[src/rtl/byte_sum_assembler_pkg.sv]
// Shared types and sizing for the nibble-sum assembly path.
package byte_sum_assembler_pkg;

    localparam int NIB_W_DEF = 4;

    typedef enum logic [1:0] {
        S_LO  = 2'd0,
        S_HI  = 2'd1,
        S_OUT = 2'd2
    } state_e;

    function automatic int sum_width(input int nib_w);
        return 2 * nib_w + 1;
    endfunction

endpackage

[src/rtl/byte_sum_assembler.sv]
// Collects low/high nibble sums, merges the low carry into the high nibble and
// presents the assembled byte sum on a registered valid/ready output.
module byte_sum_assembler
    import byte_sum_assembler_pkg::*;
#(
    parameter int NIB_W = NIB_W_DEF,
    parameter int CNT_W = 8
) (
    input  logic                        clk,
    input  logic                        rst_n,
    input  logic                        nib_valid,
    output logic                        nib_ready,
    input  logic                        nib_hi,
    input  logic [NIB_W:0]              nib_sum,
    output logic                        out_valid,
    input  logic                        out_ready,
    output logic [sum_width(NIB_W)-1:0] sum,
    output logic                        seq_err,
    output logic [CNT_W-1:0]            done_cnt
);

    localparam int SUM_W = sum_width(NIB_W);

    state_e             state_q;
    logic [NIB_W-1:0]   lo_q;
    logic               c_q;
    logic               out_valid_q;
    logic [SUM_W-1:0]   sum_q;
    logic               seq_err_q;
    logic [CNT_W-1:0]   done_cnt_q;

    logic               accept;
    logic               handoff;
    logic [NIB_W:0]     hi_add;

    // Ready depends only on state and out_ready, never on nib_valid.
    assign nib_ready = (state_q != S_OUT) | out_ready;
    assign accept    = nib_valid & nib_ready;
    assign handoff   = out_valid_q & out_ready;
    assign hi_add    = nib_sum + {{NIB_W{1'b0}}, c_q};

    always_ff @(posedge clk or negedge rst_n) begin
        if (!rst_n) begin
            state_q     <= S_LO;
            lo_q        <= '0;
            c_q         <= 1'b0;
            out_valid_q <= 1'b0;
            sum_q       <= '0;
            seq_err_q   <= 1'b0;
            done_cnt_q  <= '0;
        end else begin
            seq_err_q <= 1'b0;
            if (handoff) begin
                out_valid_q <= 1'b0;
                done_cnt_q  <= done_cnt_q + CNT_W'(1);
            end
            case (state_q)
                S_LO: begin
                    if (accept) begin
                        if (!nib_hi) begin
                            lo_q    <= nib_sum[NIB_W-1:0];
                            c_q     <= nib_sum[NIB_W];
                            state_q <= S_HI;
                        end else begin
                            seq_err_q <= 1'b1;
                        end
                    end
                end
                S_HI: begin
                    if (accept) begin
                        if (nib_hi) begin
                            sum_q       <= {hi_add, lo_q};
                            out_valid_q <= 1'b1;
                            state_q     <= S_OUT;
                        end else begin
                            // A second low nibble replaces the first.
                            seq_err_q <= 1'b1;
                            lo_q      <= nib_sum[NIB_W-1:0];
                            c_q       <= nib_sum[NIB_W];
                        end
                    end
                end
                S_OUT: begin
                    if (handoff) begin
                        if (accept && !nib_hi) begin
                            lo_q    <= nib_sum[NIB_W-1:0];
                            c_q     <= nib_sum[NIB_W];
                            state_q <= S_HI;
                        end else begin
                            if (accept) seq_err_q <= 1'b1;
                            state_q <= S_LO;
                        end
                    end
                end
                default: state_q <= S_LO;
            endcase
        end
    end

    assign out_valid = out_valid_q;
    assign sum       = sum_q;
    assign seq_err   = seq_err_q;
    assign done_cnt  = done_cnt_q;

endmodule

[config.mk]
export PLATFORM = sky130hd
export DESIGN_NAME = byte_sum_assembler
export DESIGN_NICKNAME = d
export VERILOG_FILES = /design/src/rtl/byte_sum_assembler_pkg.sv /design/src/rtl/byte_sum_assembler.sv
export SDC_FILE = /design/constraint.sdc
export NUM_CORES = 1
export LEC_CHECK = 0
export BUFFER_PORTS_ARGS = -buffer_cell sky130_fd_sc_hd__buf_2
export CAP_MARGIN = 30
export CORE_UTILIZATION = 55
export DETAILED_ROUTE_END_ITERATION = 16
export PLACE_DENSITY_LB_ADDON = 0.08
export SLEW_MARGIN = 20
export SYNTH_ARGS = -nofsm -noshare
export SYNTH_HDL_FRONTEND = slang
export SYNTH_SLANG_ARGS = --single-unit
[constraint.sdc]
create_clock -name clk -period 2.4 [get_ports clk]
set_input_delay 0.12 -clock clk [delete_from_list [all_inputs] [get_ports clk]]
set_output_delay 0.12 -clock clk [all_outputs]
set_load 0.01 [all_outputs]
==> results of run 1 <==
-- flip-flops by register name, indices dropped and copies added, names as in the netlist --
register,cells
seq_err,1
state_q,2
c_q,1
out_valid,1
done_cnt,8
sum,9
lo_q,4
-- timing repair --
| action | CTS | global route |
|---|---|---|
| endpoints found under the hold margin | 26 | 0 |
| hold buffers | 1 | 0 |
| setup endpoints to repair | 0 | 0 |
-- kinds of logic after synthesis --
| family | synth area share, % |
|---|---|
| adders and majority gates | 4.12 |
| AOI/OAI and AO/OA | 6.38 |
| and+or+nand+nor | 14.4 |
| muxes | 11.1 |
| buffers and inverters | 3.19 |
| xor gates and xnor gates | 7.21 |
| DFF | 53.6 |
-- final cells by class --
type	instances	share of cell area, %
Timing Repair Buffer	30	11.1
Multi-Input combinational cell	64	37.6
Tap cell	27	2.42
Sequential cell	26	46.5
Clock buffer	3	1.61
Inverter	3	0.805
-- worst register-to-register path: stages, from the launching register on --
cell and delay, ps:
dfrtp_1 530, or2b_2 180, inv_1 40, ha_1 190, nand2b_1 160, a211o_2 310, o21ai_1 120
-- through the flow --
step | instances | setup slack [ps] | total power [mW]
final | 153 | 807 | 1.34
after CTS | 153 | 796 | 1.35
after floorplan | 96 | 979 | 1.02
after global placement | 149 | 939 | 1.16
after detailed placement | 149 | 832 | 1.18
after global routing | 153 | 730 | 1.44
-- per-layer routing --
layer  up-vias  wire [um]  track usage (%)
met4         0         13             5.88
met1       369        940             23.1
li1        393          -                -
met2        17        913             32.6
met3         2         52             2.80
met5         -          0                0
-- power groups by stage --
stage / Sequential (mW) / Clock [mW] / Combinational (mW)
global placement: 0.702 / 0 / 0.454
detailed placement: 0.713 / 0 / 0.465
CTS: 0.702 / 0.183 / 0.470
finish: 0.700 / 0.174 / 0.461
global route: 0.727 / 0.197 / 0.513
floorplan: 0.739 / 0 / 0.277
-- cell usage after synthesis (all sizes together) --
| cell | count | area [um2] |
|---|---|---|
| o21ai | 8 | 40.0 |
| nor2 | 1 | 3.75 |
| nand2b | 2 | 12.5 |
| a211o | 1 | 10.0 |
| xnor2 | 8 | 70.1 |
| nand4b | 1 | 23.8 |
| nand3b | 1 | 20.0 |
| nand3 | 2 | 10.0 |
| mux2 | 11 | 135 |
| or3b | 1 | 8.76 |
| nand4 | 4 | 25.0 |
| and3 | 2 | 12.5 |
| xor2 | 2 | 17.5 |
| buf | 3 | 27.5 |
| o22ai | 1 | 6.26 |
| ha | 4 | 50.1 |
| inv | 3 | 11.3 |
| and2 | 2 | 12.5 |
| dfrtp | 26 | 651 |
| a21oi | 2 | 21.3 |
| nand2 | 10 | 37.5 |
| or2b | 1 | 8.76 |
-- worst min-delay path by stage --
stage | from | endpoint | slack [ps] | cells past startpoint
3_3_place_gp | rst_n | done_cnt[5]$_DFFE_PN0P_ | 140 | 1
2_1_floorplan | rst_n | c_q$_DFFE_PN0P_ | -180 | 0
4_1_cts | nib_sum[0] | lo_q[0]$_DFFE_PN0P_ | 60 | 2
6_report | nib_sum[0] | lo_q[0]$_DFFE_PN0P_ | 60 | 2
5_1_grt | nib_sum[0] | lo_q[0]$_DFFE_PN0P_ | 50 | 2
3_5_place_dp | rst_n | done_cnt[4]$_DFFE_PN0P_ | 150 | 1
==> impl_metrics.tcl, run 1 <==
set metrics [dict create \
    mostFrequentLayoutCells "29 x buf_2, 26 x dfrtp_1, 10 x nand2_1, 8 x mux2_2, 8 x xnor2_1" \
    numCtsBuffers 3 \
    drive_gt1_share_pct 38.9 \
    period_needed_ps 1590 \
    ant_nets 0 \
    start_util_pct 60.1 \
    n_antenna_cell 0 \
    cts_tree "built" \
    multi_input_area_um2 526 \
    startpoint_type "flop" \
    rows 16 \
    cp.depth 2 \
    outcome "complete, no violations" \
    max_freq_ghz 0.628 \
    hold_path_class "input port to flop" \
    setup_viol 0 \
    synthDistinctLibCells 26 \
    overflow 0 \
    wirelength_um 1920 \
    p_int_mw 0.900 \
    syn-cell-area_um2 1210 \
    drcViolationCount 0 \
    finish.utilization_pct 69.2 \
    cts_setup_buffers 0 \
    clockPowerShare_pct 13.0 \
    drt_iter0_drc 4 \
    h-tree-depth 1 \
    cp-endpoint "nib_ready" \
    vias_per_cell 5.10 \
    antenna_found_initial 0 \
    placed_cell_area_um2 1370 \
    clk_path_buf_depth 2 \
    worst_pin_slew_ps 562 \
    synthCells 96 \
    io_pins 30 \
    port_buffers 29 \
    cp_max_fo 9 \
    finalSetupTns_ps 0 \
    syn_avg_cell_area_um2 12.7 \
    end_kind "output pin" \
    grt_max_degree 27 \
    reg2reg_setup_slack_ps 820 \
    slowest_delay_ps 530 \
    die_y_um 49 \
    p_comb_share_pct 34.5 \
    powerDensity_nw_per_um2 955 \
    swShare_pct 32.6 \
    route.detailed.wl_per_inst_um 12.5 \
    grt_pass1_wl_um 3360 \
    syn2layout_area_growth_pct 15.1 \
    ctsResizeCount 0 \
    clock_sinks 26 \
    gp_congestion 0.768 \
    reg2reg_to "state_q[0]$_DFFE_PN0P_" \
    fillers 168 \
    vias 781 \
    synth_warnings 0 \
    core-area_um2 2020 \
    required_ps 2280 \
    cpMaxStageDelayCell "dfrtp_1" \
    p_leak_nw 0.715 \
    fp.dieArea_um2 2400 \
    period_share_pct 66.4 \
    r2r_start "state_q[1]$_DFFE_PN0P_" \
    power.switching_mw 0.436 \
    crit_type "flop to output pin" \
    clk_pin_slew_worst_paths_ps 130 \
    hold_viol_final 0 \
    crit_buf_inv 1 \
    firstDrtPassIters 3 \
    fin_hold_ws_ps 57.5 \
    critical_path.cell_chain "or3b_2, buf_2" \
    grt.total_usage_pct 18.5 \
    cts-root-buf "clkbuf_4" \
    final_common_cell "buf_2" \
    ys_ff_latch 26 \
    syn_nets 110 \
    nNetsFinal 142 \
    reg2regPathDepth 6 \
    grt_pass1_vias 764 \
    power_frac_seq_pct 52.4 \
    seqCellArea_um2 651 \
    post-dp-hpwl_um 1430 \
    drv_slew 0 \
    path_delay_family "flip-flops" \
    ys_seq_area_share_pct 53.6 \
    crit_start "state_q[1]$_DFFE_PN0P_" \
    clk_latency_ps 310 \
    worstPathArrival_ps 1470 \
    rsz0062_at_grt "false" \
    fp.dieW_um 49 \
    vdd_drop_max_mv 0.596 \
    relSlewSlack_pct 62.6 \
    drv_cap 0 \
    clock_skew_ps 7.92 \
    final_area_um2 1400 \
]
Power figures use the tool's default switching activity.
==> run 2: changes to the inputs <==
- CORE_UTILIZATION: 55 -> 51
- clock period: 2.4 -> 1.6 ns (I/O delays scaled with it)
==> run 2 against run 1 <==
  * Power rose by 74%
  * Utilization fell by 2.2 points
  * Worst setup slack got worse by 760 ps
  * Worst hold slack got worse by 46 ps
  * Clock-buffer cell count did not move
  * Clock skew barely moved
  * Clock power rose to 2.6 times the previous value
  * Critical path depth rose by 1
  * Die area rose by 7.5%
  * Largest cell class unchanged
==> impl_metrics.tcl, run 2 (synthesized netlist as in run 1, its figures left out) <==
set metrics [dict create \
    clock_sinks 26 \
    max_freq_ghz 0.644 \
    finalSetupTns_ps 0 \
    fillers 177 \
    end_kind "output pin" \
    p_leak_nw 0.770 \
    vias_per_cell 5.21 \
    startpoint_type "flop" \
    rows 17 \
    clk_latency_ps 320 \
    largest_reg_flops 9 \
    hold-path-endpoint "c_q$_DFFE_PN0P_" \
    power_frac_seq_pct 44.3 \
    clk_pin_slew_worst_paths_ps 140 \
    overflow 0 \
    required_ps 1520 \
    wirelength_um 2020 \
    drt_iter0_drc 9 \
    period_share_pct 97.1 \
    io_pins 30 \
    firstDrtPassIters 4 \
    vdd_drop_max_mv 0.935 \
    crit_type "flop to output pin" \
    grt_max_degree 27 \
    seqCellArea_um2 651 \
    ant_nets 0 \
    layout_setup_ws_ps 46.8 \
    period_needed_ps 1550 \
    p_int_mw 1.61 \
    mostFrequentLayoutCells "28 x buf_2, 26 x dfrtp_1, 10 x nand2_1, 8 x mux2_2, 8 x xnor2_1" \
    clock_skew_ps 7.72 \
    core-area_um2 2230 \
    worst_pin_slew_ps 563 \
    hold_path_class "input port to flop" \
    hold_viol_final 0 \
    swShare_pct 30.4 \
    p_comb_share_pct 36.4 \
    post-dp-hpwl_um 1470 \
    clockPowerShare_pct 19.3 \
    n_antenna_cell 0 \
    stdcell_count 162 \
    cts_tree "built" \
    finish.utilization_pct 67.0 \
    fp.dieArea_um2 2580 \
    powerDensity_nw_per_um2 1550 \
    r2r_start "state_q[0]$_DFFE_PN0P_" \
    fp.dieW_um 50.8 \
    worstHoldStart "nib_sum[4]" \
    outcome "complete, no violations" \
    relSlewSlack_pct 62.5 \
    reg2reg_to "state_q[0]$_DFFE_PN0P_" \
    crit_start "state_q[0]$_DFFE_PN0P_" \
    drcViolationCount 0 \
    dp_cells 152 \
    grt_pass1_wl_um 3440 \
    cp_max_fo 4 \
    clk_path_buf_depth 2 \
    port_buffers 29 \
    nNetsFinal 149 \
    hold_depth 2 \
    grt_pass1_vias 806 \
    syn2layout_area_growth_pct 23.2 \
    drv_slew 0 \
    drive_gt1_share_pct 42.5 \
    h-tree-depth 1 \
    die_y_um 50.8 \
    drv_cap 0 \
    vias 844 \
    route.detailed.wl_per_inst_um 12.4 \
    worstPathArrival_ps 1470 \
    start_util_pct 54.4 \
    final_common_cell "buf_2" \
    grt.total_usage_pct 18.0 \
    numCtsBuffers 3 \
    gp_congestion 0.721 \
    power.switching_mw 0.705 \
    multi_input_area_um2 526 \
    reg2regPathDepth 6 \
    reg2reg_setup_slack_ps 120 \
    antenna_found_initial 0 \
    pre_cts_slack_ps 150 \
    setup_viol 0 \
    cts-root-buf "clkbuf_4" \
]
-- run 2: cell count changes in the layout (fill, tap and decap cells not counted), sizes merged --
cell	change
bufinv	+1
buf	+7
-- run 2: layer usage --
metal	vias to the layer above	share of wire (%)	routed length, um	GRT usage, %
met5	-	0	0	0
met4	0	1.4	29	8.33
met3	4	2.6	53	2.73
met2	18	50	1020	30.0
met1	410	45	915	22.8
li1	412	-	-	-
-- run 2: what timing repair did --
item / CTS / global route
setup endpoints to repair: 0 / 1
hold buffers: 1 / 0
gates resized for setup: 0 / 3
buffers inserted: 0 / 5
hold endpoints to repair: 26 / 0
-- run 2: power groups by stage --
| stage | combinational (mW) | clock (mW) | sequential, mW |
|---|---|---|---|
| 2_1_floorplan | 0.415 | 0 | 1.11 |
| 3_3_place_gp | 0.741 | 0 | 1.03 |
| 3_5_place_dp | 0.757 | 0 | 1.05 |
| 4_1_cts | 0.763 | 0.460 | 1.03 |
| 5_1_grt | 0.947 | 0.477 | 1.07 |
| 6_report | 0.843 | 0.448 | 1.03 |
-- run 2: worst max-delay path: stages (launching register included) --
cell	delay, ps
dfrtp_1	440
buf_6	140
or3b_2	450
buf_6	140
-- run 2: how the worst max path moves through the flow --
stage                                         to  slack [ps]  cells after the start
after global placement    state_q[0]$_DFFE_PN0P_         220                      6
after detailed placement  state_q[0]$_DFFE_PN0P_         150                      6
after CTS                              nib_ready          20                      3
after global routing                   nib_ready         -20                      3
after floorplan           state_q[0]$_DFFE_PN0P_         180                      6
final                                  nib_ready          50                      3
-- run 2: cell type report --
cell class              count  share of cell area, %
inverters                   3                  0.753
flip-flops and latches     26                   43.5
multi-input cells          64                   35.1
clock buffers               3                   1.51
clock inverters             1                   2.01
repair buffers             37                   14.8
well taps                  28                   2.34
-- run 2: per-stage QoR --
| step | instance area (um2) | power, mW | hold slack (ps) |
|---|---|---|---|
| final | 1500 | 2.32 | 11.0 |
| after global routing | 1500 | 2.49 | 7.91 |
| after CTS | 1450 | 2.25 | 0.945 |
| after detailed placement | 1380 | 1.80 | 108 |
| after global placement | 1380 | 1.77 | 107 |
| after floorplan | 1210 | 1.52 | -216 |
